`src/rtl/complex_mult_pipe_if.sv`:
```
// -----------------------------------------------------------------------------
// complex_mult_pipe_if
//   Sample bus of the pipelined complex multiplier: input handshake and
//   operands on the di_* side, result handshake on the do_* side.
//
//   di_vld / di_rdy      input sample valid / block ready
//   d1_re, d1_im         operand 1, signed integer, D1_W bits
//   d2_re, d2_im         operand 2, signed Q1.(D2_W-1) fraction, D2_W bits
//   conj                 1: multiply by conj(d2)
//   rnd_mode             0: round half to even, 1: floor
//   di_tag               sideband carried with the sample
//   do_vld / do_rdy      output sample valid / downstream ready
//   do_re, do_im         result, signed, D1_W+1 bits
//   do_tag               tag of the output sample
//   do_ovf               1 if either result component was clipped
//
//   master: the side that produces samples and consumes results
//   slave : the multiplier
// -----------------------------------------------------------------------------
interface complex_mult_pipe_if #(
    parameter int D1_W  = 13,
    parameter int D2_W  = 11,
    parameter int TAG_W = 8
) ();
    logic             di_vld;
    logic             di_rdy;
    logic [D1_W-1:0]  d1_re;
    logic [D1_W-1:0]  d1_im;
    logic [D2_W-1:0]  d2_re;
    logic [D2_W-1:0]  d2_im;
    logic             conj;
    logic             rnd_mode;
    logic [TAG_W-1:0] di_tag;
    logic             do_vld;
    logic             do_rdy;
    logic [D1_W:0]    do_re;
    logic [D1_W:0]    do_im;
    logic [TAG_W-1:0] do_tag;
    logic             do_ovf;

    modport master (
        output di_vld, d1_re, d1_im, d2_re, d2_im, conj, rnd_mode, di_tag, do_rdy,
        input  di_rdy, do_vld, do_re, do_im, do_tag, do_ovf
    );

    modport slave (
        input  di_vld, d1_re, d1_im, d2_re, d2_im, conj, rnd_mode, di_tag, do_rdy,
        output di_rdy, do_vld, do_re, do_im, do_tag, do_ovf
    );
endinterface

```
`src/rtl/complex_mult_pipe.sv`:
```
// -----------------------------------------------------------------------------
// complex_mult_pipe
//   Pipelined signed complex multiplier, d1 * d2 or d1 * conj(d2), with
//   valid/ready backpressure, selectable rounding (half-to-even or floor),
//   output saturation with an overflow flag, a sideband tag and a saturating
//   count of clipped samples delivered downstream.
//
//   clk          clock, rising edge
//   rst          asynchronous reset, active high
//   bus          complex_mult_pipe_if.slave sample bus
//   sat_cnt_clr  synchronous clear of sat_cnt (wins over an increment)
//   sat_cnt      number of clipped samples accepted downstream, saturating
//
//   Structure: full-precision products are formed from the bus inputs and
//   captured into LAT-1 delay stages; rounding and saturation sit in front of
//   the output register, so a sample accepted at edge N is on do_* after edge
//   N+LAT-1. Every stage advances only while en = ~do_vld | do_rdy.
// -----------------------------------------------------------------------------
module complex_mult_pipe #(
    parameter int D1_W  = 13,
    parameter int D2_W  = 11,
    parameter int LAT   = 3,
    parameter int TAG_W = 8,
    parameter int CNT_W = 16
) (
    input  logic               clk,
    input  logic               rst,
    complex_mult_pipe_if.slave bus,
    input  logic               sat_cnt_clr,
    output logic [CNT_W-1:0]   sat_cnt
);
    localparam int PW = D1_W + D2_W + 2;   // full product width
    localparam int FR = D2_W - 1;          // fraction bits of d2
    localparam int RW = PW - FR;           // integer part of the product
    localparam int OW = D1_W + 1;          // result width

    localparam logic [FR-1:0]       HALF  = {1'b1, {(FR-1){1'b0}}};
    localparam logic signed [RW:0]  MAX_V = {{(RW+1-D1_W){1'b0}}, {D1_W{1'b1}}};
    localparam logic signed [RW:0]  MIN_V = {{(RW+1-D1_W){1'b1}}, {D1_W{1'b0}}};

    typedef struct packed {
        logic signed [PW-1:0] p_re;
        logic signed [PW-1:0] p_im;
        logic                 trunc;
        logic [TAG_W-1:0]     tag;
    } prod_t;

    typedef struct packed {
        logic [OW-1:0] val;
        logic          ovf;
    } rs_t;

    // Scale by 2^-FR, round, then clip to the OW-bit output range.
    function automatic rs_t round_sat(input logic signed [PW-1:0] p, input logic trunc);
        logic signed [RW-1:0] q;
        logic [FR-1:0]        frac;
        logic                 up;
        logic signed [RW:0]   r;
        rs_t                  res;
        q    = p[PW-1:FR];                 // floor(p / 2^FR)
        frac = p[FR-1:0];
        // Above half rounds up; exactly half goes to the even neighbour.
        up   = ~trunc & ((frac > HALF) | ((frac == HALF) & q[0]));
        r    = {q[RW-1], q} + {{RW{1'b0}}, up};
        res.ovf = (r > MAX_V) | (r < MIN_V);
        if (r > MAX_V)      res.val = MAX_V[OW-1:0];
        else if (r < MIN_V) res.val = MIN_V[OW-1:0];
        else                res.val = r[OW-1:0];
        return res;
    endfunction

    logic en;
    logic do_vld_q, do_vld_d;
    logic do_ovf_q, do_ovf_d;
    logic [OW-1:0]    do_re_q, do_re_d;
    logic [OW-1:0]    do_im_q, do_im_d;
    logic [TAG_W-1:0] do_tag_q, do_tag_d;
    logic [CNT_W-1:0] sat_cnt_q, sat_cnt_d;

    prod_t in_prod;
    prod_t tail;
    logic  tail_vld;

    assign en         = ~do_vld_q | bus.do_rdy;
    assign bus.di_rdy = en;

    // Full-precision products. Operands are widened to PW first so that
    // -(-1.0) on the conjugated imaginary part stays exact.
    always_comb begin
        logic signed [PW-1:0] a_re, a_im, c, d;
        a_re = PW'($signed(bus.d1_re));
        a_im = PW'($signed(bus.d1_im));
        c    = PW'($signed(bus.d2_re));
        d    = PW'($signed(bus.d2_im));
        if (bus.conj) d = -d;
        in_prod.p_re  = a_re * c - a_im * d;
        in_prod.p_im  = a_re * d + a_im * c;
        in_prod.trunc = bus.rnd_mode;
        in_prod.tag   = bus.di_tag;
    end

    generate
        if (LAT == 1) begin : g_direct
            assign tail_vld = bus.di_vld;
            assign tail     = in_prod;
        end else begin : g_stages
            logic [LAT-2:0] vld_q, vld_d;
            prod_t          stg_q [LAT-1];
            prod_t          stg_d [LAT-1];

            // NOTE: each _d starts from its _q so every path assigns it;
            // an unassigned path in always_comb would infer a latch.
            always_comb begin
                vld_d = vld_q;
                for (int i = 0; i < LAT - 1; i++) stg_d[i] = stg_q[i];
                if (en) begin
                    vld_d[0] = bus.di_vld;
                    stg_d[0] = in_prod;
                    for (int i = 1; i < LAT - 1; i++) begin
                        vld_d[i] = vld_q[i-1];
                        stg_d[i] = stg_q[i-1];
                    end
                end
            end

            // NOTE: flops use non-blocking assignment so every register
            // samples the pre-edge values regardless of statement order.
            always_ff @(posedge clk or posedge rst) begin
                if (rst) vld_q <= '0;
                else     vld_q <= vld_d;
            end

            // NOTE: the data stages carry no reset; only the valid bits
            // decide what is real, so the wide payload stays reset-free.
            always_ff @(posedge clk) begin
                stg_q <= stg_d;
            end

            assign tail_vld = vld_q[LAT-2];
            assign tail     = stg_q[LAT-2];
        end
    endgenerate

    always_comb begin
        rs_t re_rs, im_rs;
        re_rs = round_sat(tail.p_re, tail.trunc);
        im_rs = round_sat(tail.p_im, tail.trunc);

        do_vld_d = do_vld_q;
        do_re_d  = do_re_q;
        do_im_d  = do_im_q;
        do_tag_d = do_tag_q;
        do_ovf_d = do_ovf_q;
        if (en) begin
            do_vld_d = tail_vld;
            if (tail_vld) begin
                do_re_d  = re_rs.val;
                do_im_d  = im_rs.val;
                do_tag_d = tail.tag;
                do_ovf_d = re_rs.ovf | im_rs.ovf;
            end
        end

        // Clear has priority; the counter sticks at all-ones.
        sat_cnt_d = sat_cnt_q;
        if (sat_cnt_clr)
            sat_cnt_d = '0;
        else if (do_vld_q & bus.do_rdy & do_ovf_q & ~(&sat_cnt_q))
            sat_cnt_d = sat_cnt_q + CNT_W'(1);
    end

    always_ff @(posedge clk or posedge rst) begin
        if (rst) begin
            do_vld_q  <= 1'b0;
            do_re_q   <= '0;
            do_im_q   <= '0;
            do_tag_q  <= '0;
            do_ovf_q  <= 1'b0;
            sat_cnt_q <= '0;
        end else begin
            do_vld_q  <= do_vld_d;
            do_re_q   <= do_re_d;
            do_im_q   <= do_im_d;
            do_tag_q  <= do_tag_d;
            do_ovf_q  <= do_ovf_d;
            sat_cnt_q <= sat_cnt_d;
        end
    end

    assign bus.do_vld = do_vld_q;
    assign bus.do_re  = do_re_q;
    assign bus.do_im  = do_im_q;
    assign bus.do_tag = do_tag_q;
    assign bus.do_ovf = do_ovf_q;
    assign sat_cnt    = sat_cnt_q;

endmodule

```
`src/flat_wrapper.sv`:
```
// flat-port wrapper written by rule: the top's interface ports become plain ports
module complex_mult_pipe_flat 
#(
    parameter int D1_W  = 13,
    parameter int D2_W  = 11,
    parameter int LAT   = 3,
    parameter int TAG_W = 8,
    parameter int CNT_W = 16
)
  (clk, rst, sat_cnt_clr, sat_cnt, bus_di_vld, bus_d1_re, bus_d1_im, bus_d2_re, bus_d2_im, bus_conj, bus_rnd_mode, bus_di_tag, bus_do_rdy, bus_di_rdy, bus_do_vld, bus_do_re, bus_do_im, bus_do_tag, bus_do_ovf);
  complex_mult_pipe_if #(.D1_W(D1_W), .D2_W(D2_W), .TAG_W(TAG_W)) bus_i ();
  input  logic clk;
  input  logic rst;
  input  logic sat_cnt_clr;
  output logic [CNT_W-1:0] sat_cnt;
  input wire logic [$bits(bus_i.di_vld)-1:0] bus_di_vld;
  input wire logic [$bits(bus_i.d1_re)-1:0] bus_d1_re;
  input wire logic [$bits(bus_i.d1_im)-1:0] bus_d1_im;
  input wire logic [$bits(bus_i.d2_re)-1:0] bus_d2_re;
  input wire logic [$bits(bus_i.d2_im)-1:0] bus_d2_im;
  input wire logic [$bits(bus_i.conj)-1:0] bus_conj;
  input wire logic [$bits(bus_i.rnd_mode)-1:0] bus_rnd_mode;
  input wire logic [$bits(bus_i.di_tag)-1:0] bus_di_tag;
  input wire logic [$bits(bus_i.do_rdy)-1:0] bus_do_rdy;
  output wire logic [$bits(bus_i.di_rdy)-1:0] bus_di_rdy;
  output wire logic [$bits(bus_i.do_vld)-1:0] bus_do_vld;
  output wire logic [$bits(bus_i.do_re)-1:0] bus_do_re;
  output wire logic [$bits(bus_i.do_im)-1:0] bus_do_im;
  output wire logic [$bits(bus_i.do_tag)-1:0] bus_do_tag;
  output wire logic [$bits(bus_i.do_ovf)-1:0] bus_do_ovf;
  assign bus_i.di_vld = bus_di_vld;
  assign bus_i.d1_re = bus_d1_re;
  assign bus_i.d1_im = bus_d1_im;
  assign bus_i.d2_re = bus_d2_re;
  assign bus_i.d2_im = bus_d2_im;
  assign bus_i.conj = bus_conj;
  assign bus_i.rnd_mode = bus_rnd_mode;
  assign bus_i.di_tag = bus_di_tag;
  assign bus_i.do_rdy = bus_do_rdy;
  assign bus_di_rdy = bus_i.di_rdy;
  assign bus_do_vld = bus_i.do_vld;
  assign bus_do_re = bus_i.do_re;
  assign bus_do_im = bus_i.do_im;
  assign bus_do_tag = bus_i.do_tag;
  assign bus_do_ovf = bus_i.do_ovf;
  complex_mult_pipe #(.D1_W(D1_W), .D2_W(D2_W), .LAT(LAT), .TAG_W(TAG_W), .CNT_W(CNT_W)) u_core (.clk(clk), .rst(rst), .bus(bus_i), .sat_cnt_clr(sat_cnt_clr), .sat_cnt(sat_cnt));
endmodule
```
`config.mk`:
```
export PLATFORM = sky130hd
export DESIGN_NAME = complex_mult_pipe_flat
export DESIGN_NICKNAME = d
export VERILOG_FILES = /design/src/rtl/complex_mult_pipe_if.sv /design/src/rtl/complex_mult_pipe.sv /design/src/flat_wrapper.sv
export SDC_FILE = /design/constraint.sdc
export NUM_CORES = 2
export LEC_CHECK = 0
export CORE_MARGIN = 2
export CORE_UTILIZATION = 50
export DETAILED_ROUTE_END_ITERATION = 10
export PLACE_DENSITY_LB_ADDON = 0.3
export SKIP_LAST_GASP = 1
export SLEW_MARGIN = 10
export SYNTH_ARGS = -nofsm -noshare
export SYNTH_HDL_FRONTEND = slang
export SYNTH_SLANG_ARGS = --single-unit
```
`constraint.sdc`:
```
create_clock -name clk -period 6.2 [get_ports clk]
set_input_delay 1.24 -clock clk [delete_from_list [all_inputs] [get_ports clk]]
set_output_delay 1.24 -clock clk [all_outputs]
set_load 0.005 [all_outputs]
```
== After elaboration in Yosys (flattened, before gate mapping) ==
Cells that the tools add are included.

* Output and inout bits: 55
* Logic and storage cells: 59
* Input bits: 63
* Register bits after elaboration: 178

* $mul: 4
* Reduce and logical (&&, ||, !) cells: 3
* Bitwise logic cells: 16
* Add/subtract/negate cells: 6
* $lt $le $gt $ge: 6
* Muxes and demuxes: 7
* Equal/unequal tests: 2

{| class="wikitable"
|+ Operators with widths
! operator !! count
|-
| 2-to-1 mux 14 bit || 4
|-
| multiplier 13 x 26 -> 26 bit || 2
|-
| multiplier 13 x 11 -> 24 bit || 2
|-
| adder 16 x 2 -> 17 bit || 2
|-
| greater-than comparator 17 x 14 -> 1 bit, second input constant || 2
|-
| less-than comparator 17 x 14 -> 1 bit, second input constant || 2
|-
| 2-to-1 mux 16 bit || 2
|-
| adder 26 bit || 1
|-
| 2-to-1 mux 26 bit || 1
|-
| negation 11 -> 26 bit || 1
|-
| subtractor 26 bit || 1
|-
| equality test 10 bit, second input constant || 2
|-
| greater-than comparator 10 bit, second input constant || 2
|-
| adder 16 x 1 -> 16 bit, second input constant || 1
|-
| AND reduction 16 bit || 1
|-
| AND 1 bit || 7
|-
| bitwise OR 1 bit || 6
|-
| NOT 1 bit || 3
|-
| AND reduction 2 bit || 1
|-
| nonzero test 2 bit || 1
|}

== Depth between registers and ports, before layout ==
* Depth after elaboration: 8
* Gate-level depth with buffers: 43
* Gate-level depth less buffers: 40

== Worst setup path before layout ==
No wires, ideal clock.

* Path type: input to register
* From: input bus_d1_re[7]
* To: register u_core.g_stages.stg_q[121] (netlist name) (data pin)
* Data required time: 5932 ps
* Buffers on the path: 2
* Slack: -4810 ps
* Stages: 38
* Data arrival time: 10743 ps
* Cells stage by stage: clkbuf_1 clkbuf_1 nand2_1 fa_1 fa_1 fa_1 inv_1 fa_1 inv_1 fa_1 inv_1 ha_1 o21a_1 o21ai_0 o31ai_1 a22oi_1 o21ai_0 a21o_1 [2 not listed] fa_1 inv_1 fa_1 inv_1 fa_1 inv_1 fa_1 fa_1 fa_1 inv_1 ha_1 a21o_1 a21o_1 a21oi_1 nand2_1 o221ai_1 xnor2_1 xnor3_1

{| class="wikitable"
|+ RTL lines
! what !! RTL line !! RTL
|-
| start: declaration || flat_wrapper.sv:17 || <nowiki>input wire logic [$bits(bus_i.d1_re)-1:0] bus_d1_re;</nowiki>
|-
| end signal: assignment || complex_mult_pipe.sv:136 || <nowiki>stg_q <= stg_d;</nowiki>
|-
| end: declaration || complex_mult_pipe.sv:108 || <nowiki>prod_t stg_q [LAT-1];</nowiki>
|}

==> summary.txt <==
==================================================================================
Unrepaired setup endpoints after global routing .....................          yes
Area delta synth->final .............................................       29.81%
Run status .......................................................... complete, but fails checks
Cts bufs inserted ...................................................           17
Count of state elements after synthesis .............................          178
Insertion delay of the later-clocked pin in the worst-skew pair .....       440 ps
Largest stage delay, worst path .....................................       560 ps
Count of fill cells added during filler insertion ...................         5201
Total routing usage reported by global routing ......................       0.2566
Cell repeated most along the worst path ............................. sky130_fd_sc_hd__fa_1
Critical path fanouts, max ..........................................            6
Detailed-routing iteration count for the pre-antenna-repair pass ....            5
HP Class ............................................................      reg2reg
Clock Skews .........................................................     13.79 ps
Part of the Yosys area used for sequential elements .................       0.1464
Maximum number of pins on one net before global-route repair ........          112
Final RePlAce weighted congestion ...................................       0.9043
Total length of routed wires ........................................     89400 um
Die W ...............................................................       267 um
Number of antenna violations at the first check in global routing ...            1
Least-Margin Pin Slew ...............................................      1027 ps
WL per Instance .....................................................     17.35 um
Final period demand of the worst path ...............................     10410 ps
Share of final-layout standard cells stronger than drive strength 1 .       0.2732
Critical path launch point type .....................................    input pin
Count of mapped cells out of synthesis ..............................         3618
Drt drc .............................................................            0
Global-route wire length before repair ..............................    143800 um
Number of hold violations in the final report .......................            0
Number of diodes ....................................................            0
Type of the worst setup path ........................................       in2reg
Data required time of the critical path .............................      6390 ps
Number of flops mapped to enable cells by yosys .....................          122
Violations in the final reports ..................................... setup timing
Number of port buffers ..............................................          117
Die Area ............................................................  0.07129 mm2
Antenna violation net count after detailed routing ..................            0
Final number of max-transition violations ...........................            0
Clock buffer depth ..................................................            2
Die H ...............................................................       267 um
Final setup margin ..................................................     -4206 ps
Ys flop type ........................................................ sky130_fd_sc_hd__edfxtp_1
Average instance area after synthesis ...............................    9.559 um2
Layout Utilization ..................................................       0.6546
Number of global-route vias before repair ...........................        28089
Slew Limit Headroom .................................................       0.3157
Library cells used by synthesis .....................................           77
Clock Sinks .........................................................          178
Synth async-reset ratio .............................................       0.3146
H-tree depth ........................................................            4
Remaining global-route overflow .....................................            0
TritonCTS clock tree ................................................         done
Crit path DAT .......................................................     10600 ps
Netlist area before placement .......................................  0.03458 mm2
Worst path slowest cell ............................................. sky130_fd_sc_hd__fa_1
Number of nets produced by synthesis ................................         4628
Final #Nets .........................................................         5218
Fmax ................................................................    96.10 MHz
Warning count from the yosys run ....................................            0
Buffer type at the clock tree root .................................. sky130_fd_sc_hd__clkbuf_16
Core area ...........................................................  0.06859 mm2
Crit share post-route ...............................................        1.678
Count of standard-cell rows .........................................           96
Via density per instance ............................................        5.066
Initial core utilization ............................................       0.5043
Critical Path Sink Type .............................................         flop
Via count ...........................................................        26101
Initial DRC count ...................................................         1509
Hpwl dp .............................................................     68920 um
Clock slew seen by the registers of the worst setup and hold paths ..        80 ps
Endpoints failing setup .............................................           42
Max-cap violations ..................................................            0
Worst hold slack across all endpoints ...............................     417.4 ps
Number of I/O pins ..................................................          118
==================================================================================
[Yosys cell counts (3+ instances only)]
master,n,area share
sky130_fd_sc_hd__xor2_1,50,0.013
sky130_fd_sc_hd__o21a_1,13,0.0028
sky130_fd_sc_hd__xnor2_1,132,0.033
sky130_fd_sc_hd__or2_2,14,0.0025
sky130_fd_sc_hd__or3_1,7,0.0013
sky130_fd_sc_hd__and3_1,13,0.0024
sky130_fd_sc_hd__mux2_2,21,0.0068
sky130_fd_sc_hd__o21ai_2,3,0.00076
sky130_fd_sc_hd__inv_1,850,0.092
sky130_fd_sc_hd__nand2_1,418,0.045
sky130_fd_sc_hd__or4_1,4,0.00087
sky130_fd_sc_hd__nor4_1,5,0.00090
sky130_fd_sc_hd__o31ai_1,7,0.0015
sky130_fd_sc_hd__a2111oi_0,3,0.00076
sky130_fd_sc_hd__nor2b_1,8,0.0014
sky130_fd_sc_hd__o21ai_1,5,0.00072
sky130_fd_sc_hd__nor2_1,91,0.0099
sky130_fd_sc_hd__clkbuf_1,151,0.016
sky130_fd_sc_hd__edfxtp_1,122,0.11
sky130_fd_sc_hd__nand3b_1,3,0.00065
sky130_fd_sc_hd__o31a_1,5,0.0013
sky130_fd_sc_hd__o211ai_1,5,0.0011
sky130_fd_sc_hd__a211oi_1,9,0.0020
sky130_fd_sc_hd__a211o_1,3,0.00076
sky130_fd_sc_hd__o21ai_0,69,0.010
sky130_fd_sc_hd__nand2b_1,21,0.0038
sky130_fd_sc_hd__nor3_1,16,0.0023
sky130_fd_sc_hd__fa_1,698,0.40
sky130_fd_sc_hd__a21oi_1,76,0.011
sky130_fd_sc_hd__and2_1,354,0.064
sky130_fd_sc_hd__nand4_1,9,0.0016
sky130_fd_sc_hd__nand3_1,35,0.0051
sky130_fd_sc_hd__a21o_1,23,0.0050
sky130_fd_sc_hd__ha_1,249,0.090
sky130_fd_sc_hd__o21bai_1,15,0.0033
sky130_fd_sc_hd__dfrtp_1,56,0.041
sky130_fd_sc_hd__and4_1,3,0.00076
[stage by stage]
stage	cell area [um2]	instances	worst slack, ps	setup TNS, ps
global route	44900	5152	-4538	-138610
floorplan	35720	3618	-4139	-119670
detailed placement	41140	4977	-5269	-166970
CTS	43920	5127	-4142	-126990
global placement	41140	4977	-5009	-162290
finish	44900	5152	-4206	-128530
[kinds of logic after synthesis]
| group | synth area share |
|---|---|
| AO/OA/AOI/OAI | 0.04953 |
| XOR/XNOR | 0.04721 |
| multiplexers | 0.007417 |
| buffers and inverters | 0.1094 |
| adder cells (fa/ha/maj) | 0.4941 |
| flip-flops | 0.1464 |
| AND/OR/NAND/NOR | 0.1458 |
[what timing repair did]
action | CTS | global route
resized for setup | 384 | 256
cloned | 7 | 0
pin swaps | 251 | 270
buffers inserted | 120 | 49
setup endpoints to repair | 46 | 45
hold buffers | 0 | 0
hold endpoints to repair | 0 | 0
[layer usage]
layer  routed length, um  part of all wire  global-route usage  up-vias
li1                    -                 -                   -    11976
met1               36580              0.41              0.3284    13169
met2               44990              0.50              0.4538      759
met3                4209             0.047             0.02445      197
met4                3625             0.041             0.09171        0
met5                   0                 0                   0        -
[cells in the final DEF, fill, tap and decap left out, types with 11 or more instances in the layout]
cell / count
sky130_fd_sc_hd__a21o_1: 23
sky130_fd_sc_hd__a21oi_1: 35
sky130_fd_sc_hd__a21oi_2: 35
sky130_fd_sc_hd__and2_1: 336
sky130_fd_sc_hd__and2_4: 17
sky130_fd_sc_hd__and3_1: 11
sky130_fd_sc_hd__buf_12: 37
sky130_fd_sc_hd__buf_4: 472
sky130_fd_sc_hd__buf_6: 97
sky130_fd_sc_hd__clkbuf_16: 18
sky130_fd_sc_hd__clkdlybuf4s50_1: 80
sky130_fd_sc_hd__dfrtp_1: 56
sky130_fd_sc_hd__edfxtp_1: 122
sky130_fd_sc_hd__fa_1: 655
sky130_fd_sc_hd__fa_2: 43
sky130_fd_sc_hd__ha_1: 165
sky130_fd_sc_hd__ha_4: 78
sky130_fd_sc_hd__inv_1: 754
sky130_fd_sc_hd__inv_2: 95
sky130_fd_sc_hd__mux2_2: 21
sky130_fd_sc_hd__nand2_1: 376
sky130_fd_sc_hd__nand2_2: 29
sky130_fd_sc_hd__nand2_4: 15
sky130_fd_sc_hd__nand2b_1: 16
sky130_fd_sc_hd__nand3_1: 30
sky130_fd_sc_hd__nor2_1: 79
sky130_fd_sc_hd__nor3_1: 11
sky130_fd_sc_hd__o21a_1: 13
sky130_fd_sc_hd__o21ai_0: 46
sky130_fd_sc_hd__o21ai_1: 14
sky130_fd_sc_hd__o21ai_2: 13
sky130_fd_sc_hd__o21bai_1: 12
sky130_fd_sc_hd__or2_2: 14
sky130_fd_sc_hd__xnor2_1: 103
sky130_fd_sc_hd__xnor2_2: 24
sky130_fd_sc_hd__xor2_1: 46
[flip-flops by register name, indices dropped and copies added, names as in the netlist]
signal and flops:
u_core.bus.do_re 14, u_core.sat_cnt 16, u_core.g_stages.stg_q 122, u_core.bus.do_vld 1, u_core.g_stages.vld_q 2, u_core.bus.do_ovf 1
u_core.bus.do_tag 8, u_core.bus.do_im 14
[worst max-delay path, delay by kind of cell]
kind | cells | cell delay [ps]
adders and majority gates | 12 | 5520
xor gates and xnor gates | 9 | 1690
AOI/OAI and AO/OA | 6 | 900
buffers and inverters | 11 | 850
and+or+nand+nor | 3 | 370
[area by class of cell]
| type | count | area [um2] | area share |
|---|---|---|---|
| multi-input combinational | 2434 | 28200 | 0.6282 |
| sequential | 178 | 5065 | 0.1128 |
| tap | 931 | 1165 | 0.02595 |
| inverter | 851 | 3202 | 0.07132 |
| timing repair buffer | 726 | 6646 | 0.1480 |
| clock buffer | 19 | 454.2 | 0.01012 |
| clock inverter | 13 | 161.4 | 0.003595 |
[final timing paths]
check / cells past startpoint / to / start / slack (ps)
worst max-delay path: 41 / u_core.g_stages.stg_q[121] / bus_d2_re[6] / -4210
worst min-delay path: 0 / u_core.g_stages.stg_q[42] / u_core.g_stages.stg_q[103] / 420
worst max register to register: 11 / u_core.bus.do_im[1] / u_core.g_stages.stg_q[8] / 2570
worst min register to register: 0 / u_core.g_stages.stg_q[42] / u_core.g_stages.stg_q[103] / 420
max in group asynchronous: 3 / u_core.bus.do_re[11] / rst / 4390
min in group asynchronous: 3 / u_core.bus.do_tag[3] / rst / 1340
Power is not shown: default switching activity piles up to over one toggle a cycle in this logic, so the estimate is an artifact.
